--- src/rtl/mul_32.sv ---
// Signed 32x32 radix-4 Booth multiplier producing a 64-bit product in hi/lo.
// Latency: start sampled at E0, product written and done pulsed at E16 (17-cycle issue rate).
// No backpressure: start is ignored while busy; accepted in IDLE or in the DONE cycle.
module mul_32 (
   input  logic        clk,
   input  logic        clr,
   input  logic        start,
   input  logic [31:0] multiplicand,
   input  logic [31:0] multiplier,
   output logic        busy,
   output logic        done,
   output logic [31:0] hi,
   output logic [31:0] lo
);

   typedef enum logic [1:0] {
      S_IDLE = 2'd0,
      S_RUN  = 2'd1,
      S_DONE = 2'd2
   } state_t;

   state_t      state;
   logic [33:0] a;      // partial-product accumulator
   logic [32:0] q;      // multiplier with appended Booth guard bit
   logic [33:0] m;      // sign-extended multiplicand
   logic [3:0]  cnt;    // Booth digit index

   logic [33:0] addend;
   logic [33:0] sum;
   logic [33:0] a_nx;
   logic [32:0] q_nx;

   // Booth digit select, accumulate, then arithmetic shift {A,Q} right by two
   always_comb begin
      addend = '0;
      case (q[2:0])
         3'b001, 3'b010: addend = m;
         3'b011:         addend = {m[32:0], 1'b0};
         3'b100:         addend = -{m[32:0], 1'b0};
         3'b101, 3'b110: addend = -m;
         default:        addend = '0;
      endcase
      sum  = a + addend;
      a_nx = {sum[33], sum[33], sum[33:2]};
      q_nx = {sum[1:0], q[32:2]};
   end

   // Control FSM and datapath registers; clr overrides every transition
   always_ff @(posedge clk) begin
      if (clr) begin
         state <= S_IDLE;
         a     <= '0;
         q     <= '0;
         m     <= '0;
         cnt   <= '0;
         busy  <= 1'b0;
         done  <= 1'b0;
         hi    <= '0;
         lo    <= '0;
      end else begin
         case (state)
            S_IDLE: begin
               done <= 1'b0;
               if (start) begin
                  m     <= {{2{multiplicand[31]}}, multiplicand};
                  q     <= {multiplier, 1'b0};
                  a     <= '0;
                  cnt   <= '0;
                  busy  <= 1'b1;
                  state <= S_RUN;
               end
            end
            S_RUN: begin
               a   <= a_nx;
               q   <= q_nx;
               cnt <= cnt + 4'd1;
               if (cnt == 4'd15) begin
                  // last digit: product is the shifted {A,Q} minus the guard bit
                  hi    <= a_nx[31:0];
                  lo    <= q_nx[32:1];
                  busy  <= 1'b0;
                  done  <= 1'b1;
                  state <= S_DONE;
               end
            end
            S_DONE: begin
               done <= 1'b0;
               if (start) begin
                  // back-to-back issue straight from the completion cycle
                  m     <= {{2{multiplicand[31]}}, multiplicand};
                  q     <= {multiplier, 1'b0};
                  a     <= '0;
                  cnt   <= '0;
                  busy  <= 1'b1;
                  state <= S_RUN;
               end else begin
                  state <= S_IDLE;
               end
            end
            default: begin
               busy  <= 1'b0;
               done  <= 1'b0;
               state <= S_IDLE;
            end
         endcase
      end
   end

endmodule

--- config.mk ---
export PLATFORM = sky130hd
export DESIGN_NAME = mul_32
export DESIGN_NICKNAME = d
export VERILOG_FILES = /design/src/rtl/mul_32.sv
export SDC_FILE = /design/constraint.sdc
export NUM_CORES = 1
export LEC_CHECK = 0
export BUFFER_PORTS_ARGS = -buffer_cell sky130_fd_sc_hd__buf_2
export CAP_MARGIN = 20
export CORE_ASPECT_RATIO = 1.5
export CORE_MARGIN = 4
export CORE_UTILIZATION = 55
export DETAILED_ROUTE_END_ITERATION = 10
export PLACE_DENSITY = 0.77
export SLEW_MARGIN = 20
export SYNTH_ARGS = -nofsm -noshare
export SYNTH_HDL_FRONTEND = slang
export SYNTH_SLANG_ARGS = --single-unit
--- constraint.sdc ---
create_clock -name clk -period 6.45 [get_ports clk]
set_input_delay 1.29 -clock clk [delete_from_list [all_inputs] [get_ports clk]]
set_output_delay 1.29 -clock clk [all_outputs]
set_load 0.05 [all_outputs]
==> results.txt, run 1 <==
Area leader, netlist = dfxtp_1
Fraction of registers with async set/reset = 0
Clock H-tree levels = 4
Seq/Total Area, Yosys = 0.357
Clock transition at the registers of the reported paths = 80 ps
Post-CTS setup repair buffer count = 0
Clk buf depth = 2
RD Place Congestion = 0.928
Grt ovf = 0
Top FF cell, synth = dfxtp_1
Root buf cell = clkbuf_16
Initial antenna violation count = 0
Mean number of vias per cell = 5.91
Largest net degree at the start of global routing = 81
Maximum capacitance violations = 0
Residual DRC = 0
Min-delay worst type = reg2reg
Count leader, synth = nand2_1
First-pass iteration count of the detailed router = 6
Number of global-route vias before repair = 8,740
Cell Area, Synth = 9490 um^2
VDD IR max = 196 uV
Die area = 19,500 um^2
Yosys cell types = 60
Final Setup Violations = 0
Routed length per instance = 16.8 um
Initial DRC Count = 616
Hold_buf cts = 0
Max_slew headroom = 0.218
Crit path capture type = flop
Final WL = 25,900 um
Crit share post-route = 0.810
Measured slew at the worst slew-check pin = 1160 ps
Clock sink count = 169
Placement row count = 58
Tot Pwr = 2.74 mW
Vias = 9,119
Fin cells = 1,543
Dpl cells = 1,511
PortBufs = 132
Avg Cell Area, Syn = 7.63 um^2
Core Area = 16,800 um^2
CTS Buf Count = 17
RSZ-0062 raised after global routing = false
Pleak = 4.57 nW
Status = completed
Fin. Hold Viols = 0
Slew Limit Fails = 0
EDFF count, synth = 0
Ports = 133
Synth-to-Final Area Change = 13.6%
Ant. Diodes = 0
Syn_nets = 1,347
Nets = 1,423
Share of post-route cells with drive strength above 1 = 0.148
PD cells = 255 nW/um^2
Die height = 169 um
Post-synth top area share = 0.357
Cells after Synth = 1,244
Post-route ant nets = 0
Clk_lat worst skew = 440 ps
CP Launch Type = flop
Initial Utilization = 0.563
Post-DP HPWL = 18,400 um
Top cells by count, synth = nand2_1, dfxtp_1, a21oi_1
Post-CTS sizing = 0
Top cells by area, synth = dfxtp_1, nand2_1, a21oi_1
Gr usage total = 0.270
Die width = 115 um
Max frequency = 191 MHz
Crit Path Category = reg2reg
Period minus WS final = 5220 ps
CP required = 6750 ps
CP arrival = 5520 ps
Ys Warns = 0
CTS tree = built
Crit-path max FO = 11
Worst Skew = 16.9 ps
FF+latch count, synth = 169
First-pass GRT wire length = 42,800 um
TNS Setup = 0 ps
==> cell families (layout without fill, tap and decap cells) <==
kind of cell / after synthesis / count (layout) / synth area share
adder cells (fa/ha/maj): 36 / 36 / 0.0483
XOR/XNOR: 65 / 65 / 0.0600
AO/OA/AOI/OAI: 370 / 370 / 0.239
flip-flops: 169 / 169 / 0.357
multiplexers: 36 / 36 / 0.0380
buffers and inverters: 103 / 192 / 0.0427
AND/OR/NAND/NOR: 465 / 465 / 0.215
==> cell usage in the layout (no fill, tap or decap), types with 36 or more instances in the layout <==
cell,synthesis,routed
xnor2_1,42,42
a22oi_1,51,51
dfxtp_1,169,168
nand2_1,254,252
buf_2,1,131
nor2_1,108,107
mux2i_1,36,36
o21ai_0,73,73
a21oi_1,133,133
==> path summary, 6_finish.rpt <==
| path | from | end | slack (ps) | cells after the start |
|---|---|---|---|---|
| worst min-delay path | lo[2] | lo[2] | 450 | 2 |
| worst max register to register | m[8] | hi[28] | 1230 | 20 |
| worst min register to register | lo[2] | lo[2] | 450 | 2 |
| worst max-delay path | m[8] | hi[28] | 1230 | 20 |
==> cell type report <==
| cell class | count | area (um^2) |
|---|---|---|
| well taps | 210 | 263 |
| flip-flops and latches | 169 | 3380 |
| repair buffers | 147 | 776 |
| fillers | 1542 | 6060 |
| inverters | 13 | 48.8 |
| clock inverters | 15 | 168 |
| clock buffers | 17 | 425 |
| multi-input cells | 972 | 5710 |
==> worst max-delay path: stages (launching register included) <==
cell	delay, ps
dfxtp_1	400
nor4_1	590
nand2_1	240
or3_4	440
or3_4	360
or3_4	350
nand2_2	80
xnor2_1	80
a22oi_1	190
o21ai_1	80
ha_1	380
a21o_1	220
a21o_1	190
a21o_1	190
a21o_1	190
a2111oi_0	540
nand2_1	90
o21ai_0	100
a31oi_1	80
xnor2_1	210
a21oi_1	90
==> where the power goes <==
part	internal, mW	switching [mW]	total [mW]
clock	0.522	0.497	1.02
sequential	1.09	0.0590	1.15
combinational	0.215	0.358	0.574
==> metrics by stage <==
step / utilization / hold slack, ps / worst slack [ps] / instance area [um^2]
after detailed placement: 0.605 / 445 / 1380 / 10200
after global routing: 0.640 / 470 / 911 / 10800
after CTS: 0.640 / 455 / 1330 / 10800
after floorplan: - / 432 / 1860 / 9490
final: 0.640 / 451 / 1230 / 10800
after global placement: 0.605 / 440 / 1540 / 10200
==> metal layers <==
metal / vias to the layer above / global-route usage / part of all wire
li1: 4535 / - / -
met1: 4254 / 0.332 / 0.41
met2: 278 / 0.452 / 0.50
met3: 52 / 0.0622 / 0.062
met4: 0 / 0.108 / 0.029
met5: - / 0 / 0
==> sequential cells by signal (all words and copies together), names as in the netlist <==
signal  count
lo         32
busy        1
cnt         4
q          33
m          32
a          32
hi         32
done        1
state       2
Note: power is estimated with default switching activity, not from simulation.
==> run 2: changes to the inputs <==
--- a/config.mk
+++ b/config.mk
@@ -9,9 +9,9 @@
 export CAP_MARGIN = 20
 export CORE_ASPECT_RATIO = 1.5
 export CORE_MARGIN = 4
-export CORE_UTILIZATION = 55
+export CORE_UTILIZATION = 53
 export DETAILED_ROUTE_END_ITERATION = 10
-export PLACE_DENSITY = 0.77
+export PLACE_DENSITY = 0.78
 export SLEW_MARGIN = 20
 export SYNTH_ARGS = -nofsm -noshare
 export SYNTH_HDL_FRONTEND = slang
==> constraint.sdc (replaced) <==
create_clock -name clk -period 4.55 [get_ports clk]
set_input_delay 0.91 -clock clk [delete_from_list [all_inputs] [get_ports clk]]
set_output_delay 0.91 -clock clk [all_outputs]
set_load 0.05 [all_outputs]
==> results.txt, run 2 (synthesized netlist as in run 1, its figures left out) <==
Dpl cells = 1,590 (+5.2%)
Most frequent cells in the layout = nand2_1, dfxtp_1, buf_2
Crit path capture type = flop
Pleak = 5.04 nW (+10%)
WHS = 453 ps (+1.26 ps)
Die width = 117 um (+1.7%)
Die area = 20,100 um^2 (+3.6%)
Clock sink count = 169 (unchanged)
Clock transition at the registers of the reported paths = 70 ps (about the same)
Initial Utilization = 0.542 (-0.0212)
Gr usage total = 0.275 (+0.00502)
Final Setup Violations = 0 (unchanged)
Die height = 172 um (+1.8%)
Fin cells = 1,627 (+5.4%)
Slew Limit Fails = 0 (unchanged)
Hold_buf cts = 0 (unchanged)
CTS Buf Count = 17 (unchanged)
CP Buf/Inv Count = 1 (+1)
Nets = 1,504 (+5.7%)
Sw power = 1.35 mW (+48%)
Crit path cell chain = nor4_4 > buf_4 > nand4_4 > or3_4 > or3_4 > or3_4 > nand2_4 > xnor2_4 > a22oi_2 > o21ai_1 > ha_1 > a21o_1 > a21o_1 > a21o_1 > a21o_1 > a2111oi_4 > nand2_1 > o21ai_1 > a31oi_1 > xnor2_1 > a21oi_1
Worst Skew = 11.8 ps (-5.02 ps)
Post-DP HPWL = 19,100 um (+4.1%)
Clock share of power = 0.365 (-0.006)
Number of flip-flops in the largest register = 33 (unchanged)
Clk_lat worst skew = 430 ps (about the same)
Mean number of vias per cell = 5.88 (-0.46%)
Commonest non-fill, non-tap cell in the layout = nand2_1
PD cells = 353 nW/um^2 (+39%)
Gate power share = 0.243 (+0.034)
First-pass iteration count of the detailed router = 7 (+1)
Crit share post-route = 0.986 (+0.176)
Slowest stage delay, CP = 350 ps (-240 ps)
Fin. Hold Viols = 0 (unchanged)
Largest net degree at the start of global routing = 80 (-1.2%)
Synth-to-Final Area Change = 23.0%
Max_slew headroom = 0.435 (+0.216)
Final WL = 27,200 um (+5.0%)
CP most frequent cell = a21o_1
Grt ovf = 0 (unchanged)
Crit-path slowest cell = or3_4
Maximum capacitance violations = 0 (unchanged)
Measured slew at the worst slew-check pin = 848 ps (-316 ps)
Placement row count = 59 (+1.7%)
First-pass GRT wire length = 44,900 um (+4.8%)
Largest Register = q
RD Place Congestion = 0.927 (about the same)
Crit Path Category = reg2reg
Clk buf depth = 2 (unchanged)
Period minus WS final = 4490 ps (-736 ps)
CP required = 4850 ps (-1900 ps)
Root buf cell = clkbuf_16
Number of global-route vias before repair = 9,463 (+8.3%)
CP delay by family, top = simple AND/OR/NAND/NOR gates
Routed length per instance = 16.7 um (-0.38%)
Max frequency = 223 MHz (+16%)
Flop pwr share = 0.392 (-0.028)
Initial antenna violation count = 0 (unchanged)
Initial DRC Count = 589 (-4.4%)
Status = completed
Ant. Diodes = 0 (unchanged)
PortBufs = 132 (unchanged)
Core Area = 17,500 um^2 (+3.9%)
Fillers = 1,443 (-6.4%)
Sw Ratio = 0.328 (-0.00535)
VDD IR max = 315 uV (+61%)
Vias = 9,571 (+5.0%)
Ports = 133 (unchanged)
CP Launch Type = flop
RSZ-0062 raised after global routing = true
TNS Setup = 0 ps (unchanged)
Min-delay worst type = reg2reg
Share of post-route cells with drive strength above 1 = 0.217 (+0.0693)
CTS tree = built
CP arrival = 4790 ps (-730 ps)
Clock H-tree levels = 4 (unchanged)
Post-route ant nets = 0 (unchanged)
Crit-path max FO = 2 (-9)
Residual DRC = 0 (unchanged)
P_int = 2.77 mW (+51%)
[run 2: final timing paths]
| kind | start | end | slack [ps] | cells after the start |
|---|---|---|---|---|
| max | m[4] | hi[28] | 60 | 21 |
| max reg2reg | m[4] | hi[28] | 60 | 21 |
| min | hi[16] | hi[16] | 450 | 2 |
| min reg2reg | hi[16] | hi[16] | 450 | 2 |
[run 2: cell type report]
cell class	instances	area [um^2]	area share
multi-input cells	972	5930	0.508
flip-flops and latches	169	3390	0.290
repair buffers	228	1410	0.121
clock buffers	17	425	0.0365
well taps	213	267	0.0228
clock inverters	15	205	0.0176
inverters	13	48.8	0.00418
[run 2: layer usage]
layer / routed length, um / vias up / GRT usage / part of all wire
li1: - / 4694 / - / -
met1: 10800 / 4462 / 0.324 / 0.40
met4: 970 / 0 / 0.120 / 0.036
met5: 0 / - / 0 / 0
met3: 1720 / 70 / 0.0557 / 0.063
met2: 13800 / 345 / 0.476 / 0.51
[run 2: worst min-delay path, delay by kind of cell (launching register included)]
family,cells,cell delay (ps)
compound gates,1,50
flops,1,310
simple gates,1,50
[run 2: timing repair]
action / CTS / global route
endpoints found under the hold margin: 0 / 0
buffers inserted: 0 / 5
resized for setup: 5 / 41
pin swaps: 2 / 33
endpoints found under the setup margin: 9 / 27
[run 2: power by group through the flow]
stage	logic [mW]	clock network, mW	registers (mW)
final	1.00	1.51	1.61
after global routing	1.09	1.59	1.62
after global placement	0.914	0	1.64
after CTS	0.942	1.53	1.61
after floorplan	0.623	0	1.63
after detailed placement	0.932	0	1.65
[run 2: through the flow]
step / utilization / setup slack, ps / instance area [um^2] / power [mW]
finish: 0.667 / 63.9 / 11700 / 4.12
global route: 0.667 / -105 / 11700 / 4.31
CTS: 0.654 / 2.82 / 11400 / 4.08
detailed placement: 0.616 / -75.9 / 10800 / 2.58
global placement: 0.616 / 48.4 / 10800 / 2.56
floorplan: - / 8.58 / 9490 / 2.25
==> run 3: changes to the inputs <==
--- a/config.mk
+++ b/config.mk
@@ -12,6 +12,7 @@
 export CORE_UTILIZATION = 53
 export DETAILED_ROUTE_END_ITERATION = 10
 export PLACE_DENSITY = 0.78
+export SETUP_SLACK_MARGIN = 0.3
 export SLEW_MARGIN = 20
 export SYNTH_ARGS = -nofsm -noshare
 export SYNTH_HDL_FRONTEND = slang
==> results.txt, run 3 (synthesized netlist as in run 1, its figures left out) <==
P_int = 2.85 mW (+3.0%)
WHS = 452 ps (-0.741 ps)
RD Place Congestion = 0.943 (+1.6%)
Violated checks = setup timing
Tot Pwr = 4.18 mW (+1.4%)
Crit-path slowest cell = or3_4
TNS Setup = -36.9 ps (-36.9 ps)
Crit-path max FO = 4 (+2)
Post-DP HPWL = 19,400 um (+1.2%)
CP most frequent cell = a21o_1
Post-route ant nets = 0 (unchanged)
Fin. Hold Viols = 0 (unchanged)
Ant. Diodes = 0 (unchanged)
Vias = 9,810 (+2.5%)
Most frequent cells in the layout = nand2_1, dfxtp_1, buf_2
Clock sink count = 169 (unchanged)
Post-route worst setup slack = -23.2 ps (-87.1 ps)
Measured slew at the worst slew-check pin = 754 ps (-93.6 ps)
Initial antenna violation count = 0 (unchanged)
CP arrival = 4880 ps (+90 ps)
Nets = 1,500 (-0.27%)
Final instance area = 11,800 um^2 (+1.3%)
Slowest stage delay, CP = 380 ps (+30 ps)
Worst Skew = 17.8 ps (+5.96 ps)
Maximum capacitance violations = 0 (unchanged)
Pleak = 5.07 nW (+0.58%)
Status = finished with violations
Routed length per instance = 18.0 um (+7.3%)
Gr usage total = 0.272 (-0.00260)
Final Setup Violations = 2 (+2)
Grt ovf = 0 (unchanged)
Number of global-route vias before repair = 9,125 (-3.6%)
Largest net degree at the start of global routing = 66 (-18%)
Clock transition at the registers of the reported paths = 70 ps (about the same)
VDD IR max = 300 uV (-4.8%)
Die height = 172 um (unchanged)
PD cells = 353 nW/um^2 (about the same)
Synth-to-Final Area Change = 24.6%
Sw Ratio = 0.317 (-0.0112)
Placement row count = 59 (unchanged)
Crit Path Category = reg2reg
Clk_lat worst skew = 440 ps (about the same)
Number of flip-flops in the largest register = 33 (unchanged)
Pre-CTS WS = 42.9 ps (+119 ps)
CP Launch Type = flop
Commonest non-fill, non-tap cell in the layout = nand2_1
CP delay by family, top = compound AO/OA/AOI/OAI gates
First-pass iteration count of the detailed router = 8 (+1)
Sw power = 1.32 mW (-2.1%)
Die width = 117 um (unchanged)
Period minus WS final = 4570 ps (+87.1 ps)
Flop pwr share = 0.388 (-0.004)
Initial Utilization = 0.542 (unchanged)
Crit path cell chain = nor4_4 > buf_4 > nand4_4 > or3_4 > or3_4 > or3_4 > nand2_4 > xnor2_4 > a22oi_2 > o21ai_1 > ha_1 > a21o_1 > a21o_1 > a21o_1 > a21o_1 > a2111oi_4 > nand2_1 > o21ai_1 > a31oi_1 > xnor2_1 > a21oi_1
Clk buf depth = 2 (unchanged)
Slew Limit Fails = 0 (unchanged)
Crit path capture type = flop
Crit share post-route = 1.01 (+0.0191)
CTS tree = built
Core Area = 17,500 um^2 (unchanged)
CTS Buf Count = 17 (unchanged)
CP Buf/Inv Count = 1 (unchanged)
Mean number of vias per cell = 6.05 (+2.8%)
Area after DPL = 10,700 um^2 (-1.0%)
Hold_buf cts = 0 (unchanged)
CP required = 4860 ps (about the same)
Initial DRC Count = 691 (+17%)
Gate power share = 0.250 (+0.007)
Ports = 133 (unchanged)
Min-delay worst type = reg2reg
Die area = 20,100 um^2 (unchanged)
First-pass GRT wire length = 44,200 um (-1.5%)
PortBufs = 132 (unchanged)
Residual DRC = 0 (unchanged)
Clock H-tree levels = 4 (unchanged)
Clock share of power = 0.363 (-0.002)
Share of post-route cells with drive strength above 1 = 0.233 (+0.0157)
RSZ-0062 raised after global routing = true
Final WL = 29,200 um (+7.0%)
Max_slew headroom = 0.495 (+0.0605)
Root buf cell = clkbuf_16
Max frequency = 219 MHz (-1.9%)
Largest Register = q
-- run 3: final cells by class --
| type | instances | area, um^2 |
|---|---|---|
| clock inverter | 13 | 170 |
| timing repair buffer | 224 | 1390 |
| sequential | 169 | 3390 |
| fill | 1420 | 5670 |
| inverter | 13 | 48.8 |
| multi-input combinational | 972 | 6130 |
| clock buffer | 18 | 429 |
| tap | 213 | 267 |
-- run 3: through the flow --
step	instances	utilization
3_5_place_dp	1571	0.610
6_report	1622	0.676
5_1_grt	1622	0.676
2_1_floorplan	1244	-
4_1_cts	1609	0.650
3_3_place_gp	1571	0.610
-- run 3: worst register-to-register path, cell delays in order (launching register included) --
cell       delay (ps)
dfxtp_2           340
nor4_4            260
buf_4             180
nand4_4            70
or3_4             380
or3_4             350
or3_4             360
nand2_4           100
xnor2_4            70
a22oi_2           160
o21ai_1            80
ha_1              320
a21o_1            190
a21o_1            190
a21o_1            200
a21o_1            230
a2111oi_4         350
nand2_1           100
o21ai_1           120
a31oi_1            80
xnor2_1           220
a21oi_1           100
-- run 3: path summary, 6_finish.rpt --
| kind | to | cells after the start | slack [ps] | from |
|---|---|---|---|---|
| hold / removal | lo[4] | 2 | 450 | lo[4] |
| setup reg to reg | hi[28] | 21 | -20 | m[5] |
| setup / recovery | hi[28] | 21 | -20 | m[5] |
| hold reg to reg | lo[4] | 2 | 450 | lo[4] |
-- run 3: power by group through the flow --
stage | sequential [mW] | clock (mW) | combinational (mW)
after global routing | 1.63 | 1.58 | 1.13
final | 1.62 | 1.51 | 1.04
after CTS | 1.62 | 1.53 | 0.929
after floorplan | 1.63 | 0 | 0.632
after global placement | 1.64 | 0 | 0.888
after detailed placement | 1.65 | 0 | 0.904
-- run 3: routing by layer --
layer	part of all wire	GRT usage
met1	0.38	0.320
met2	0.50	0.471
met3	0.079	0.0543
met4	0.045	0.124
met5	0	0
-- run 3: timing repair --
action,in CTS,in global routing
setup buffers,7,13
setup endpoints to repair,21,28
pin swaps,11,38
resized for setup,16,76
